### config.mk
export PLATFORM = sky130hd
export DESIGN_NAME = text_console_writer
export DESIGN_NICKNAME = d
export VERILOG_FILES = /design/src/rtl/text_console_writer.sv
export SDC_FILE = /design/constraint.sdc
export NUM_CORES = 1
export LEC_CHECK = 0
export BUFFER_PORTS_ARGS = -buffer_cell sky130_fd_sc_hd__buf_2
export CAP_MARGIN = 20
export CORE_MARGIN = 2
export CORE_UTILIZATION = 53
export CTS_CLUSTER_DIAMETER = 150
export DETAILED_ROUTE_END_ITERATION = 8
export GPL_ROUTABILITY_DRIVEN = 0
export HOLD_SLACK_MARGIN = 0.03
export PLACE_DENSITY = 0.74
export SLEW_MARGIN = 40
export SYNTH_ARGS = -nofsm -noshare
export SYNTH_HDL_FRONTEND = slang
export SYNTH_SLANG_ARGS = --single-unit
### constraint.sdc
create_clock -name clock -period 3.1 [get_ports clock]
set_clock_uncertainty 0.15 [all_clocks]
set_input_delay 0.155 -clock clock [delete_from_list [all_inputs] [get_ports clock]]
set_output_delay 0.155 -clock clock [all_outputs]
set_load 0.01 [all_outputs]
### src/rtl/text_console_writer.sv
// Text console writer: turns a byte stream into text-memory writes,
// tracking the cursor and handling CR/LF/BS/FF, clear and scroll.
module text_console_writer #(
   parameter int         COLS      = 80,
   parameter int         ROWS      = 25,
   parameter logic [7:0] FILL_CHAR = 8'h20
) (
   input  logic        clock,
   input  logic        reset,
   input  logic [7:0]  in_data,
   input  logic        in_valid,
   output logic        in_ready,
   input  logic [7:0]  attr,
   input  logic        page,
   output logic [12:0] mem_address,
   output logic [7:0]  mem_data_o,
   output logic        mem_wren,
   input  logic [7:0]  mem_data_i,
   output logic [6:0]  cursor_x,
   output logic [4:0]  cursor_y,
   output logic        busy
);

   localparam logic [3:0] S_IDLE    = 4'd0;
   localparam logic [3:0] S_PUT_CH  = 4'd1;
   localparam logic [3:0] S_PUT_AT  = 4'd2;
   localparam logic [3:0] S_ADV     = 4'd3;
   localparam logic [3:0] S_SCR_RD  = 4'd4;
   localparam logic [3:0] S_SCR_WR  = 4'd5;
   localparam logic [3:0] S_FILL_CH = 4'd6;
   localparam logic [3:0] S_FILL_AT = 4'd7;
   localparam logic [3:0] S_CLR     = 4'd8;

   localparam logic [6:0]  XMAX      = 7'(COLS - 1);
   localparam logic [4:0]  YMAX      = 5'(ROWS - 1);
   localparam logic [11:0] ROWB      = 12'(2 * COLS);
   localparam logic [11:0] SCR_LAST  = 12'(2 * COLS * (ROWS - 1) - 1);
   localparam logic [11:0] FILL_BASE = 12'(2 * COLS * (ROWS - 1));
   localparam logic [11:0] LAST      = 12'(2 * COLS * ROWS - 1);

   logic [3:0]  state_q, state_d;
   logic [6:0]  x_q, x_d;
   logic [4:0]  y_q, y_d;
   logic [7:0]  at_q, at_d;
   logic        pg_q, pg_d;
   logic [11:0] off_q, off_d;
   logic [11:0] cnt_q, cnt_d;
   logic [7:0]  wdat_q, wdat_d;
   logic        wren_q, wren_d;
   logic        hold_q, hold_d;
   logic        accept;
   logic [11:0] cell_off;

   assign accept   = in_valid & in_ready;
   assign cell_off = 12'(y_q) * ROWB + {4'd0, x_q, 1'b0};

   always_comb begin
      state_d = state_q;
      x_d     = x_q;
      y_d     = y_q;
      at_d    = at_q;
      pg_d    = pg_q;
      off_d   = off_q;
      cnt_d   = cnt_q;
      wdat_d  = wdat_q;
      wren_d  = 1'b0;
      hold_d  = 1'b0;
      case (state_q)
         S_IDLE: if (accept) begin
            at_d = attr;
            pg_d = page;
            unique case (1'b1)
               in_data == 8'h0D: begin
                  x_d    = '0;
                  hold_d = 1'b1;
               end
               in_data == 8'h0A: begin
                  x_d = '0;
                  if (y_q < YMAX) begin
                     y_d    = y_q + 5'd1;
                     hold_d = 1'b1;
                  end else begin
                     state_d = S_SCR_RD;
                     cnt_d   = '0;
                     off_d   = ROWB;
                  end
               end
               in_data == 8'h08: begin
                  hold_d = 1'b1;
                  if (x_q != '0) begin
                     x_d = x_q - 7'd1;
                  end else if (y_q != '0) begin
                     x_d = XMAX;
                     y_d = y_q - 5'd1;
                  end
               end
               in_data == 8'h0C: begin
                  state_d = S_CLR;
                  off_d   = '0;
                  wdat_d  = FILL_CHAR;
                  wren_d  = 1'b1;
               end
               default: begin
                  state_d = S_PUT_CH;
                  off_d   = cell_off;
                  wdat_d  = in_data;
                  wren_d  = 1'b1;
               end
            endcase
         end
         S_PUT_CH: begin
            state_d = S_PUT_AT;
            off_d   = off_q + 12'd1;
            wdat_d  = at_q;
            wren_d  = 1'b1;
         end
         S_PUT_AT: state_d = S_ADV;
         S_ADV: begin
            state_d = S_IDLE;
            if (x_q < XMAX) begin
               x_d = x_q + 7'd1;
            end else begin
               x_d = '0;
               if (y_q < YMAX) begin
                  y_d = y_q + 5'd1;
               end else begin
                  state_d = S_SCR_RD;
                  cnt_d   = '0;
                  off_d   = ROWB;
               end
            end
         end
         S_SCR_RD: begin
            state_d = S_SCR_WR;
            off_d   = cnt_q;
            wren_d  = 1'b1;
         end
         S_SCR_WR: begin
            if (cnt_q == SCR_LAST) begin
               state_d = S_FILL_CH;
               off_d   = FILL_BASE;
               wdat_d  = FILL_CHAR;
               wren_d  = 1'b1;
            end else begin
               state_d = S_SCR_RD;
               cnt_d   = cnt_q + 12'd1;
               off_d   = cnt_q + 12'd1 + ROWB;
            end
         end
         S_FILL_CH: begin
            state_d = S_FILL_AT;
            off_d   = off_q + 12'd1;
            wdat_d  = at_q;
            wren_d  = 1'b1;
         end
         S_FILL_AT: begin
            if (off_q == LAST) begin
               state_d = S_IDLE;
               x_d     = '0;
               y_d     = YMAX;
            end else begin
               state_d = S_FILL_CH;
               off_d   = off_q + 12'd1;
               wdat_d  = FILL_CHAR;
               wren_d  = 1'b1;
            end
         end
         S_CLR: begin
            if (off_q == LAST) begin
               state_d = S_IDLE;
               x_d     = '0;
               y_d     = '0;
            end else begin
               off_d  = off_q + 12'd1;
               wdat_d = off_q[0] ? FILL_CHAR : at_q;
               wren_d = 1'b1;
            end
         end
         default: state_d = S_IDLE;
      endcase
   end

   always_ff @(posedge clock or posedge reset) begin
      if (reset) begin
         state_q <= S_IDLE;
         x_q     <= '0;
         y_q     <= '0;
         at_q    <= '0;
         pg_q    <= 1'b0;
         off_q   <= '0;
         cnt_q   <= '0;
         wdat_q  <= '0;
         wren_q  <= 1'b0;
         hold_q  <= 1'b0;
      end else begin
         state_q <= state_d;
         x_q     <= x_d;
         y_q     <= y_d;
         at_q    <= at_d;
         pg_q    <= pg_d;
         off_q   <= off_d;
         cnt_q   <= cnt_d;
         wdat_q  <= wdat_d;
         wren_q  <= wren_d;
         hold_q  <= hold_d;
      end
   end

   // Scroll copies the byte returned for the previous cycle's read address
   assign mem_data_o  = (state_q == S_SCR_WR) ? mem_data_i : wdat_q;
   assign mem_address = {pg_q, off_q};
   assign mem_wren    = wren_q;
   assign in_ready    = (state_q == S_IDLE) & ~hold_q;
   assign busy        = ~in_ready;
   assign cursor_x    = x_q;
   assign cursor_y    = y_q;

endmodule

Word level (Yosys, flattened, before mapping)

Cells that the tools add are included.

Bits in registers: 59
Input bits: 28
Word-level logic and storage cells: 134
Output and inout port bits: 36

Add/subtract/negate cells: 8
Multiplexer cells: 55
Equality and inequality tests: 33
Reductions and logical operators: 21
Bitwise logic cells: 4
$mul: 1
Magnitude comparators: 2

Operators with widths:

| cell                                                                   | number |
|---|---|
| 12-bit 2-to-1 mux                                                      | 10 |
| 12-bit case mux with 3 select lines                                    | 2 |
| 12-bit case mux with 6 select lines                                    | 1 |
| 8-bit 2-to-1 mux                                                       | 6 |
| 8-bit case mux with 5 select lines                                     | 1 |
| 4-bit case mux with 9 select lines                                     | 1 |
| 5-bit 2-to-1 mux                                                       | 7 |
| 7-bit 2-to-1 mux                                                       | 5 |
| 8-bit by 4-bit equality test with 1-bit output (second input constant) | 4 |
| 12-bit by 1-bit adder with 12-bit output (second input constant)       | 2 |
| 12-bit equality test (second input constant)                           | 2 |
| 2-bit inequality test (second input constant)                          | 12 |
| 7-bit case mux with 3 select lines                                     | 1 |
| 5-bit case mux with 4 select lines                                     | 1 |
| 4-bit by 3-bit equality test with 1-bit output (second input constant) | 4 |
| 8-bit case mux with 2 select lines                                     | 1 |
| 3-bit inequality test (second input constant)                          | 5 |
| 5-bit AND reduction                                                    | 3 |
| 7-bit case mux with 2 select lines                                     | 1 |
| 12-bit by 8-bit adder with 12-bit output                               | 1 |
| 12-bit by 8-bit adder with 12-bit output (second input constant)       | 1 |
| 4-bit 2-to-1 mux                                                       | 3 |
| 4-bit case mux with 3 select lines                                     | 1 |
| 5-bit case mux with 2 select lines                                     | 1 |
| 31 further kinds                                                       | 48 |

Longest topological paths before layout

Depth in word-level cells: 6
Depth in mapped cells: 12
Mapped depth without buffers: 11

Least setup slack after synthesis

OpenSTA, ideal clock, no wires.

Kind: register -> register
Start point: register cnt_q[0]
End point: register off_q[11]
Cell stages (with the launch flop): 13
Setup slack: 204 ps
Data required time: 2,814 ps
Clock period less this slack: 2,896 ps
Setup time: 136 ps
Buffers on the path: 1
Arrival: 2,610 ps
Cell sequence: dfrtp_1 -> ha_1 -> clkbuf_1 -> and4_1 -> nand2_1 -> xnor2_1 -> ha_1 -> and3b_1 -> nor3b_1 -> a32oi_1 -> a311oi_1 -> mux2i_1 -> a31oi_1

Cells in the longest elaborated chain, start to end: 4
Elaborated cells on any way between the ends: 5
Those cells by class: 2 x add/sub; 1 x eq/ne; 2 x mux

RTL lines:

| item                                     | line | source |
|---|---|---|
| start: declaration                       | 47   | `logic [11:0] cnt_q, cnt_d;` |
| start signal: assignment                 | 202  | `cnt_q <= cnt_d;` |
| 12-bit by 1-bit adder with 12-bit output | 147  | `off_d = cnt_q + 12'd1 + ROWB;` |
| 12-bit by 8-bit adder with 12-bit output | 147  |  |
| 12-bit 2-to-1 mux (*)                    | 139  | `if (cnt_q == SCR_LAST) begin` |
| 12-bit case mux with 6 select lines (*)  | 68   | `case (state_q)` |
| end signal: assignment                   | 190  | `off_q <= '0;` |
| end signal: assignment                   | 201  | `off_q <= off_d;` |
| end: declaration                         | 46   | `logic [11:0] off_q, off_d;` |

Every way passes the cells marked *; elsewhere a longest branch is shown, timed or not.
A chain may end at the register's enable or synchronous reset.

Worst setup path in the final report

Start point: register cnt_q[1]
End point: register off_q[11]

The elaborated chain is that of the path after synthesis.

==> results.txt <==
Final std cell area, no fill -> 5790 um^2
Initial antenna violation count -> 0
Max H-tree Level -> 3
Worst Path Arrival -> 2.98 ns
Number of fill cells -> 801
Slew @ Worst Pin -> 0.885 ns
Max Fclk -> 342 MHz
DRT antenna net count -> 0
Asr flop ratio synth -> 100%
DR WL/cell -> 18.1 um
Final Max Slew Viols -> 0
Ys Warns -> 0
Drt total wl -> 14700 um
Top post-synthesis cells by area -> dfrtp_1, nand2_1, ha_1
WP data required -> 3.16 ns
Num ports -> 64
Chip height -> 100 um
Final WS setup -> 0.180 ns
Area grow syn2layout -> 18.7%
Critical path endpoint category -> flip-flop
Commonest non-fill, non-tap cells in the layout -> nand2_1, buf_2, dfrtp_1
Setup TNS -> 0 ns
Gate power share -> 5.1%
HP Class -> in2reg
Die footprint -> 9990 um^2
Outcome -> finished, final reports clean
Post-synthesis sequential area ratio -> 30.3%
Top cell type's share of synthesized area -> 30.3%
Max_slew headroom -> 40.3%
Yosys top cell by area -> dfrtp_1
Top FF cell, synth -> dfrtp_1
Antenna cell count -> 0
Clock buffer depth -> 2
Setup WS pre-CTS -> 0.116 ns
DR vias/cell -> 6.51
Core Rows -> 35
GRT Total Usage -> 30.0%
Critical Path Slowest Stage Cell -> dfrtp_1
GRT Residual Overflow -> 0
CP Max Fanout -> 6
Syn Inst Count -> 616
Hold WS -> 0.0744 ns
Most common cell after layout, fill and taps aside -> nand2_1
Share of power burned in registers -> 46.6%
Nets -> 740
Vias -> 5273
Synth cell types -> 77
Largest net degree at the start of global routing -> 33
Crit share post-route -> 94.2%
Crit path max-delay family -> simple AND/OR/NAND/NOR gates
Most used cell, CP -> ha_1
Placed Area -> 5400 um^2
Cell Area, Synth -> 4880 um^2
Port-buffer cells -> 63
Max Cap Viol -> 0
Clock Latency Late Sink -> 0.35 ns
Unrepaired setup endpoints after global routing -> false
Global-route wire length before repair -> 24100 um
Nature of the critical path startpoint -> flip-flop
Switch share -> 24.3%
Leak -> 2.61 nW
Max VDD drop -> 0.200 mV
Setup CP Type -> reg2reg
Cell Int Power -> 0.00128 W
Initial drt markers -> 504
Tmin final -> 2.92 ns
Number of synthesized flops with an enable pin -> 0
Die W -> 100 um
Pwr dens -> 291 nW/um^2
Count of final hold-check violations -> 0
HPWL after DPL -> 10700 um
Total power -> 0.00169 W
Critical Path Max Stage Delay -> 0.44 ns
Initial DRT Pass Iterations -> 6
CORE AREA -> 9060 um^2
# clock sinks -> 59
Ratio of cells with drive above 1 in the final layout -> 19.9%
Critical path, cell by cell -> ha_1 > and4_1 > nand2_1 > xnor2_2 > ha_1 > and3b_1 > nor3b_1 > a32oi_1 > a311oi_2 > mux2i_1 > a31oi_1
Cts bufs inserted -> 9
Clock Power Share -> 48.3%
Worst path bufs/invs -> 0
DRC -> 0
Final count of negative-setup-slack endpoints -> 0
Switch Pwr -> 0.000410 W
Vias in the first global route -> 4948
Starting Density -> 53.8%
Mapped Avg Cell Area -> 7.92 um^2
#FFs+latches synth -> 59
Root Driver -> clkbuf_8
Post-Syn Nets -> 662
Reg clk slew, reported paths -> 0.07 ns
CTS tree -> done
Post-CTS Setup Bufs -> 0
## worst paths after layout
kind | startpoint | endpoint | slack [ns] | cells after the start
worst max-delay path | cnt_q[1] | off_q[11] | 0.18 | 11
worst min-delay path | in_data[2] | state_q[3] | 0.07 | 3
worst max register to register | cnt_q[1] | off_q[11] | 0.18 | 11
worst min register to register | pg_q | pg_q | 0.32 | 2
max in group asynchronous | reset | cursor_x[6] | 1.74 | 4
min in group asynchronous | reset | mem_wren | 0.30 | 3
## flip-flops by register name, indices dropped and copies added (netlist names)
register and count:
wdat_q 8, cnt_q 12, cursor_y 5, pg_q 1, state_q 4, off_q 12, hold_q 1, cursor_x 7
at_q 8, mem_wren 1
## cell usage after synthesis (all sizes together), types with 3 or more instances
| cell type | n |
|---|---|
| a211o | 4 |
| a211oi | 5 |
| a21boi | 4 |
| a21o | 9 |
| a21oi | 36 |
| a221oi | 6 |
| a222oi | 4 |
| a22o | 6 |
| a22oi | 11 |
| a2bb2oi | 8 |
| a31oi | 11 |
| and2 | 9 |
| and3 | 3 |
| and4 | 5 |
| and4b | 4 |
| buf | 12 |
| clkbuf | 34 |
| dfrtp | 59 |
| ha | 16 |
| inv | 17 |
| nand2 | 90 |
| nand2b | 7 |
| nand3 | 27 |
| nand3b | 5 |
| nand4 | 10 |
| nand4b | 3 |
| nor2 | 44 |
| nor2b | 4 |
| nor3 | 13 |
| nor3b | 7 |
| nor4 | 6 |
| o211ai | 3 |
| o21a | 4 |
| o21ai | 42 |
| o21bai | 3 |
| o22ai | 6 |
| o31ai | 10 |
| or2 | 5 |
| or3 | 5 |
| or4 | 3 |
| xnor2 | 16 |
| xor2 | 7 |
## worst reg2reg max path, stage by stage (launching register included)
cell	delay [ns]
dfrtp_1	0.44
ha_1	0.21
and4_1	0.24
nand2_1	0.10
xnor2_2	0.19
ha_1	0.23
and3b_1	0.21
nor3b_1	0.19
a32oi_1	0.17
a311oi_2	0.30
mux2i_1	0.26
a31oi_1	0.10
## layout make-up
class                           instances  area, um^2  share of cell area, %
Clock inverter                          7         100                   1.73
Tap cell                              111         139                   2.40
Sequential cell                        59        1480                   25.5
Multi-Input combinational cell        494        3160                   54.6
Clock buffer                            9         124                   2.14
Inverter                               17        63.8                   1.10
Timing Repair Buffer                  113         726                   12.5
## logic make-up after synthesis
group / after synthesis / share of synthesized area, %
flops: 59 / 30.3
xor+xnor: 24 / 4.59
fa+ha+maj: 18 / 4.92
simple gates: 257 / 27.4
buf+inv: 63 / 5.44
compound gates: 192 / 26.8
mux: 3 / 0.641
## repair_timing
action                                  4_1_cts  5_1_grt
resized for setup                             0        7
hold buffers                                 14        0
endpoints found under the hold margin        43        0
endpoints found under the setup margin        0        2
## power by group through the flow
| stage | Clock [W] | Sequential, W | Combinational [W] |
|---|---|---|---|
| finish | 0.000815 | 0.000786 | 0.0000857 |
| global route | 0.000856 | 0.000787 | 0.0000966 |
| CTS | 0.000818 | 0.000786 | 0.0000851 |
| detailed placement | 0 | 0.000801 | 0.0000715 |
| global placement | 0 | 0.000801 | 0.0000699 |
| floorplan | 0 | 0.000800 | 0.0000353 |
## through the flow
step                cells  utilization (%)
floorplan             616                -
finish                810             63.9
CTS                   810             63.6
detailed placement    780             59.6
global placement      780             59.6
global route          810             63.9
## routing by layer
layer  vias up  GRT usage (%)  routed length (um)
li1       2437              -                   -
met5         -              0                   0
met3        50           4.87                1100
met2       279           49.2                7160
met4         0           11.0                 391
met1      2507           40.2                6040
Power figures use the tool's default switching activity.
